===== config.mk =====
export PLATFORM = sky130hd
export DESIGN_NAME = inst_wb_master
export DESIGN_NICKNAME = d
export VERILOG_FILES = /design/src/rtl/inst_wb_master.sv
export SDC_FILE = /design/constraint.sdc
export NUM_CORES = 1
export LEC_CHECK = 0
export BUFFER_PORTS_ARGS = -buffer_cell sky130_fd_sc_hd__buf_4
export CORE_MARGIN = 1
export CORE_UTILIZATION = 46
export DETAILED_ROUTE_END_ITERATION = 7
export GPL_TIMING_DRIVEN = 0
export PLACE_DENSITY_LB_ADDON = 0.25
export SETUP_SLACK_MARGIN = 0.15
export SLEW_MARGIN = 10
export SYNTH_ARGS = -nofsm -noshare
export SYNTH_HDL_FRONTEND = slang
export SYNTH_SLANG_ARGS = --single-unit

===== constraint.sdc =====
create_clock -name wb_clk_i -period 2.35 [get_ports wb_clk_i]
set_input_delay 0.1175 -clock wb_clk_i [delete_from_list [all_inputs] [get_ports wb_clk_i]]
set_output_delay 0.1175 -clock wb_clk_i [all_outputs]
set_load 0.005 [all_outputs]

===== src/rtl/inst_wb_master.sv =====
// rtl/inst_wb_master.sv - read-only Wishbone classic master for instruction fetch
module inst_wb_master #(
    parameter int TIMEOUT = 16,
    parameter int TW      = 5
) (
    input  logic        wb_clk_i,
    input  logic        wb_rst_i,

    input  logic        cpu_ce_i,
    input  logic [31:0] cpu_addr_i,
    input  logic [5:0]  stall_i,
    input  logic        flush_i,
    output logic [31:0] cpu_data_o,
    output logic        cpu_err_o,
    output logic        stallreq_o,

    output logic [31:0] wb_adr_o,
    output logic [31:0] wb_dat_o,
    output logic [3:0]  wb_sel_o,
    output logic        wb_we_o,
    output logic        wb_stb_o,
    output logic        wb_cyc_o,
    input  logic [31:0] wb_dat_i,
    input  logic        wb_ack_i,
    input  logic        wb_err_i
);

    typedef enum logic [1:0] {
        S_IDLE  = 2'd0,
        S_BUSY  = 2'd1,
        S_HOLD  = 2'd2,
        S_DRAIN = 2'd3
    } state_t;

    state_t        state_q, state_d;
    logic          cyc_q, cyc_d;
    logic [31:0]   adr_q, adr_d;
    logic [3:0]    sel_q, sel_d;
    logic [31:0]   rd_buf_q, rd_buf_d;
    logic          err_buf_q, err_buf_d;
    logic [TW-1:0] tcnt_q, tcnt_d;

    logic          bus_err;
    logic          bus_tmo;
    logic          fetch_stalled;
    logic          unused_stall;

    // Only the fetch-stage bit of the stall vector matters here.
    assign fetch_stalled = stall_i[1];
    assign unused_stall  = ^{stall_i[5:2], stall_i[0]};

    // Ack wins over err; timeout only counts when the slave is silent.
    assign bus_err = wb_err_i & ~wb_ack_i;
    assign bus_tmo = (tcnt_q == TW'(TIMEOUT - 1)) & ~wb_ack_i & ~wb_err_i;

    assign wb_cyc_o = cyc_q;
    assign wb_stb_o = cyc_q;
    assign wb_adr_o = adr_q;
    assign wb_sel_o = sel_q;
    assign wb_we_o  = 1'b0;
    assign wb_dat_o = 32'h0;

    // State and bus register update with synchronous reset.
    always_ff @(posedge wb_clk_i) begin
        if (wb_rst_i) begin
            state_q   <= S_IDLE;
            cyc_q     <= 1'b0;
            adr_q     <= 32'h0;
            sel_q     <= 4'h0;
            rd_buf_q  <= 32'h0;
            err_buf_q <= 1'b0;
            tcnt_q    <= '0;
        end else begin
            state_q   <= state_d;
            cyc_q     <= cyc_d;
            adr_q     <= adr_d;
            sel_q     <= sel_d;
            rd_buf_q  <= rd_buf_d;
            err_buf_q <= err_buf_d;
            tcnt_q    <= tcnt_d;
        end
    end

    // Next-state logic and the combinational CPU-side outputs.
    always_comb begin
        state_d    = state_q;
        cyc_d      = cyc_q;
        adr_d      = adr_q;
        sel_d      = sel_q;
        rd_buf_d   = rd_buf_q;
        err_buf_d  = err_buf_q;
        tcnt_d     = tcnt_q;
        stallreq_o = 1'b0;
        cpu_data_o = 32'h0;
        cpu_err_o  = 1'b0;

        case (state_q)
            S_IDLE: begin
                if (cpu_ce_i && !flush_i) begin
                    stallreq_o = 1'b1;
                    state_d    = S_BUSY;
                    cyc_d      = 1'b1;
                    adr_d      = cpu_addr_i;
                    sel_d      = 4'hF;
                    tcnt_d     = '0;
                end
            end
            S_BUSY: begin
                if (wb_ack_i) begin
                    cpu_data_o = wb_dat_i;
                end
                cpu_err_o  = bus_err | bus_tmo;
                stallreq_o = ~(wb_ack_i | wb_err_i | bus_tmo);
                if (flush_i) begin
                    // Flushed fetch: drop the cycle and swallow any late ack in DRAIN.
                    state_d   = S_DRAIN;
                    cyc_d     = 1'b0;
                    sel_d     = 4'h0;
                    rd_buf_d  = 32'h0;
                    err_buf_d = 1'b0;
                end else if (wb_ack_i || wb_err_i || bus_tmo) begin
                    cyc_d     = 1'b0;
                    sel_d     = 4'h0;
                    rd_buf_d  = wb_ack_i ? wb_dat_i : 32'h0;
                    err_buf_d = bus_err | bus_tmo;
                    if (bus_tmo) begin
                        state_d = S_DRAIN;
                    end else if (fetch_stalled) begin
                        state_d = S_HOLD;
                    end else begin
                        state_d = S_IDLE;
                    end
                end else begin
                    tcnt_d = tcnt_q + 1'b1;
                end
            end
            S_HOLD: begin
                cpu_data_o = rd_buf_q;
                cpu_err_o  = err_buf_q;
                if (!fetch_stalled || flush_i) begin
                    state_d   = S_IDLE;
                    rd_buf_d  = 32'h0;
                    err_buf_d = 1'b0;
                end
            end
            S_DRAIN: begin
                stallreq_o = cpu_ce_i;
                state_d    = S_IDLE;
            end
            default: begin
                state_d = S_IDLE;
            end
        endcase

        if (wb_rst_i) begin
            stallreq_o = 1'b0;
            cpu_data_o = 32'h0;
            cpu_err_o  = 1'b0;
        end
    end

endmodule


==> impl_results.md <==
* Die X at 91.82 µm
* Async SR Flop Fraction at 0%
* Root Buffer: clkbuf_8
* Synthesized area at 3711 µm²
* Hold Crit Class: in2reg
* Die area at about 8400 µm²
* Layout cells sized above 1 at 35.85%
* Hold endpoint: rd_buf_q[11]
* Final setup fails at 0
* Area Growth Syn to Fin at 42.95%
* Post-DR wirelength/cell at approximately 13 µm
* Pwr Total at between 3 and 4 mW
* Initial DRC Count at 176
* # H-tree levels at 3
* FMAX at roughly 480 MHz
* DRC at 0
* Clock transition at path regs at roughly 0.08 ns
* Gate Count Post-Synth at 482
* RSZ-0062 raised after global routing: false
* Initial antenna violation count at 0
* Vias/cell at ~5.1
* Post-synthesis sequential area ratio at 39.38%
* Crit-path cells: ha_2 -> and3_1 -> ha_2 -> nor4b_4 -> buf_4 -> o21ai_1 -> buf_6 -> buf_6 -> nand3_1 -> o21ai_1
* Reg2reg end: rd_buf_q[27]
* CP Launch Type: flop
* Highest Signal Layer: met4
* # IOs at 181
* Clk_lat worst skew at 0.34 ns
* Seq pwr share at a little over two fifths
* Comb pwr share at between 20% and 30%
* Warnings from Yosys at 0
* Slowest stage delay, CP at ~0.36 ns
* MaxCap Viol Count at 0
* Switching power at around 0.90 mW
* Worst R2R Path Depth at 10
* Critical Path AT at roughly 2.3 ns
* Area of the core at about 7800 µm²
* CTS buffer count at 9
* Post-detail-place hpwl at around 7600 µm
* Hold path depth at 3
* Post-synth cell types at 40
* Register bit total from synthesis at 73
* Metal3 WL at between 700 and 800 µm
* Port Buffers at ~140
* Met1 WL at 4353 µm
* Reg2reg setup slack at between 0.2 and 0.3 ns
* WS Path Type: reg2reg
* WL met2 at 4879 µm
* Drt pass-1 iters at 5
* Hold Fails Final Rpt at 0
* Pre-CTS setup slack at 0.01828 ns
* Largest net degree at the start of global routing at 12
* Fin Clk Skew at between 0.008 and 0.009 ns
* Critical path's top delay family: simple AND/OR/NAND/NOR gates
* Antenna diodes at 0
* Row cnt at 32
* Initial Util at 47.78%
* Clock tree buffer depth at 2
* Fin crit period at 2.093 ns
* Power per Cell Area at 586.0 nW/µm²
* Power Internal at ~2.2 mW
* CTS Sinks at 73
* CTS tree: done
* Final WS setup at 0.2570 ns
* Buf+Inv Stages, Crit Path at 3
* First-pass GRT wire length at approximately 16000 µm
* Avg Inst Size Synth at between 7 and 8 µm²
* Slowest cell on crit path: dfxtp_2
* Synth Flop Type: dfxtp_1
* Outcome: completed
* Clk network pwr share at a little under a third
* Final count of pins violating max slew at 0
* Max VDD drop at between 300 and 400 µV
* Crit share post-route at between 80% and 90%
* CP required at between 2 and 3 ns
* Grt total ovfl at 0
* Gpl congestion at roughly 0.83
* HP Start: wb_dat_i[11]
* Vias in the first global route at between 3000 and 4000
* Setup TNS at 0 ns
* Sw frac at 28.91%
* Total wire length at approximately 10000 µm
* GRT Overall Usage at between 20% and 30%
* Worst relative slew slack at between 60 and 70%
* Total number of vias at just under 4000
* Crit-path max FO at 10
* Slew @ Worst Pin at 0.5014 ns
* Fin nets at 753
* Leak at roughly 2.3 nW
* Die height at around 90 µm
* Post-synth EDFFs at 0
* Setup crit end kind: flop
* Reg-to-Reg Start: tcnt_q[0]
* Final ANT Viol Nets at 0
cell type report:
type	count	area, µm²
buffer	76	505.5
inverter	6	22.52
clock buffer	12	155.1
sequential	73	1464
timing repair buffer	146	1104
tap	102	127.6
clock inverter	3	40.04
fill	659	2462
multi-input combinational	359	1887
what timing repair did:
action	in CTS	in global routing
pin swaps	1	0
hold buffers	3	0
buffers inserted	2	0
endpoints found under the hold margin	3	0
resized for setup	8	20
endpoints found under the setup margin	63	66
metrics by stage:
stage / std cells / cell area, µm² / util [%] / hold slack [ns]
global placement: 757 / 5017 / 64.59 / 0.3486
floorplan: 514 / 3831 / - / 0.2479
detailed placement: 757 / 5017 / 64.59 / 0.3538
CTS: 777 / 5276 / 67.93 / 0.0003575
global route: 777 / 5305 / 68.30 / 0.004791
finish: 777 / 5305 / 68.30 / 0.006174
tightest hold or removal path: stages:
cell and delay, ns:
buf_4 0.08, nand3_1 0.05, o21ai_1 0.06
cell usage after synthesis, types with 3 or more instances:
cell type | count | area [µm²]
o21ai_0 | 4 | 20.02
a22oi_1 | 33 | 247.7
nor2_1 | 40 | 150.1
nand3_1 | 33 | 165.2
o21ai_2 | 10 | 87.58
nand2b_1 | 3 | 18.77
buf_4 | 39 | 292.8
ha_1 | 6 | 75.07
inv_1 | 6 | 22.52
nor3_1 | 3 | 15.01
buf_6 | 6 | 67.56
a21oi_1 | 38 | 190.2
nand2_1 | 105 | 394.1
dfxtp_1 | 73 | 1461
clkbuf_1 | 23 | 86.33
o21ai_1 | 22 | 110.1
buf_2 | 6 | 30.03
kinds of logic (layout without fill, tap and decap cells):
family                     Yosys count  in the layout  share of synthesized area [%]
and+or+nand+nor                    198            198                          23.26
adders and majority gates            6              6                          2.023
muxes                                2              2                         0.5395
DFF                                 73             73                          39.38
other                                1             33                         0.1010
buffers and inverters               82            243                          13.65
AOI/OAI and AO/OA                  120            120                          21.04
worst max-delay path by stage:
stage,cells past startpoint,startpoint,slack (ns),endpoint
after floorplan,9,tcnt_q[0],0.33,rd_buf_q[12]
after global placement,9,tcnt_q[0],0.1,rd_buf_q[16]
after detailed placement,9,tcnt_q[0],0.02,rd_buf_q[27]
after CTS,7,state_q[0],0.17,stallreq_o
after global routing,7,tcnt_q[0],0.15,state_q[0]
final,10,tcnt_q[0],0.26,rd_buf_q[27]
registers in the layout (all words and copies together) (netlist names):
signal	cells
rd_buf_q	32
wb_adr_o	32
err_buf_q	1
state_q	2
wb_sel_o	1
tcnt_q	5
power by group through the flow:
| stage | sequential (mW) | clock, mW | combinational, mW |
|---|---|---|---|
| finish | 1.34 | 0.984 | 0.784 |
| global route | 1.35 | 1.06 | 0.855 |
| CTS | 1.34 | 0.996 | 0.770 |
| detailed placement | 1.37 | 0 | 0.757 |
| global placement | 1.36 | 0 | 0.745 |
| floorplan | 1.36 | 0 | 0.466 |
placed cells by master, fill, tap and decap left out, drive strengths merged, types with 2 or more instances in the layout:
cell / synthesis / routed
nand2: 105 / 105
clkbuf: 23 / 36
a21oi: 38 / 38
mux2i: 2 / 2
a22oi: 33 / 33
nor4b: 2 / 2
nand3: 33 / 33
nand4b: 2 / 2
conb: 1 / 33
nand4: 2 / 2
dfxtp: 73 / 73
buf: 53 / 195
o22ai: 2 / 2
ha: 6 / 6
nor3: 3 / 3
o21ai: 36 / 36
nor2: 40 / 40
nand2b: 3 / 3
and3: 2 / 2
dlygate4sd3: 0 / 3
a21boi: 2 / 2
clkinv: 0 / 2
and2: 2 / 2
inv: 6 / 6
layer usage:
layer	vias up	track usage, %
met5	-	0
met4	0	8.594
met3	14	5.390
met2	171	40.35
met1	1797	28.72
li1	1949	-
(Power assumes the default switching activity.)
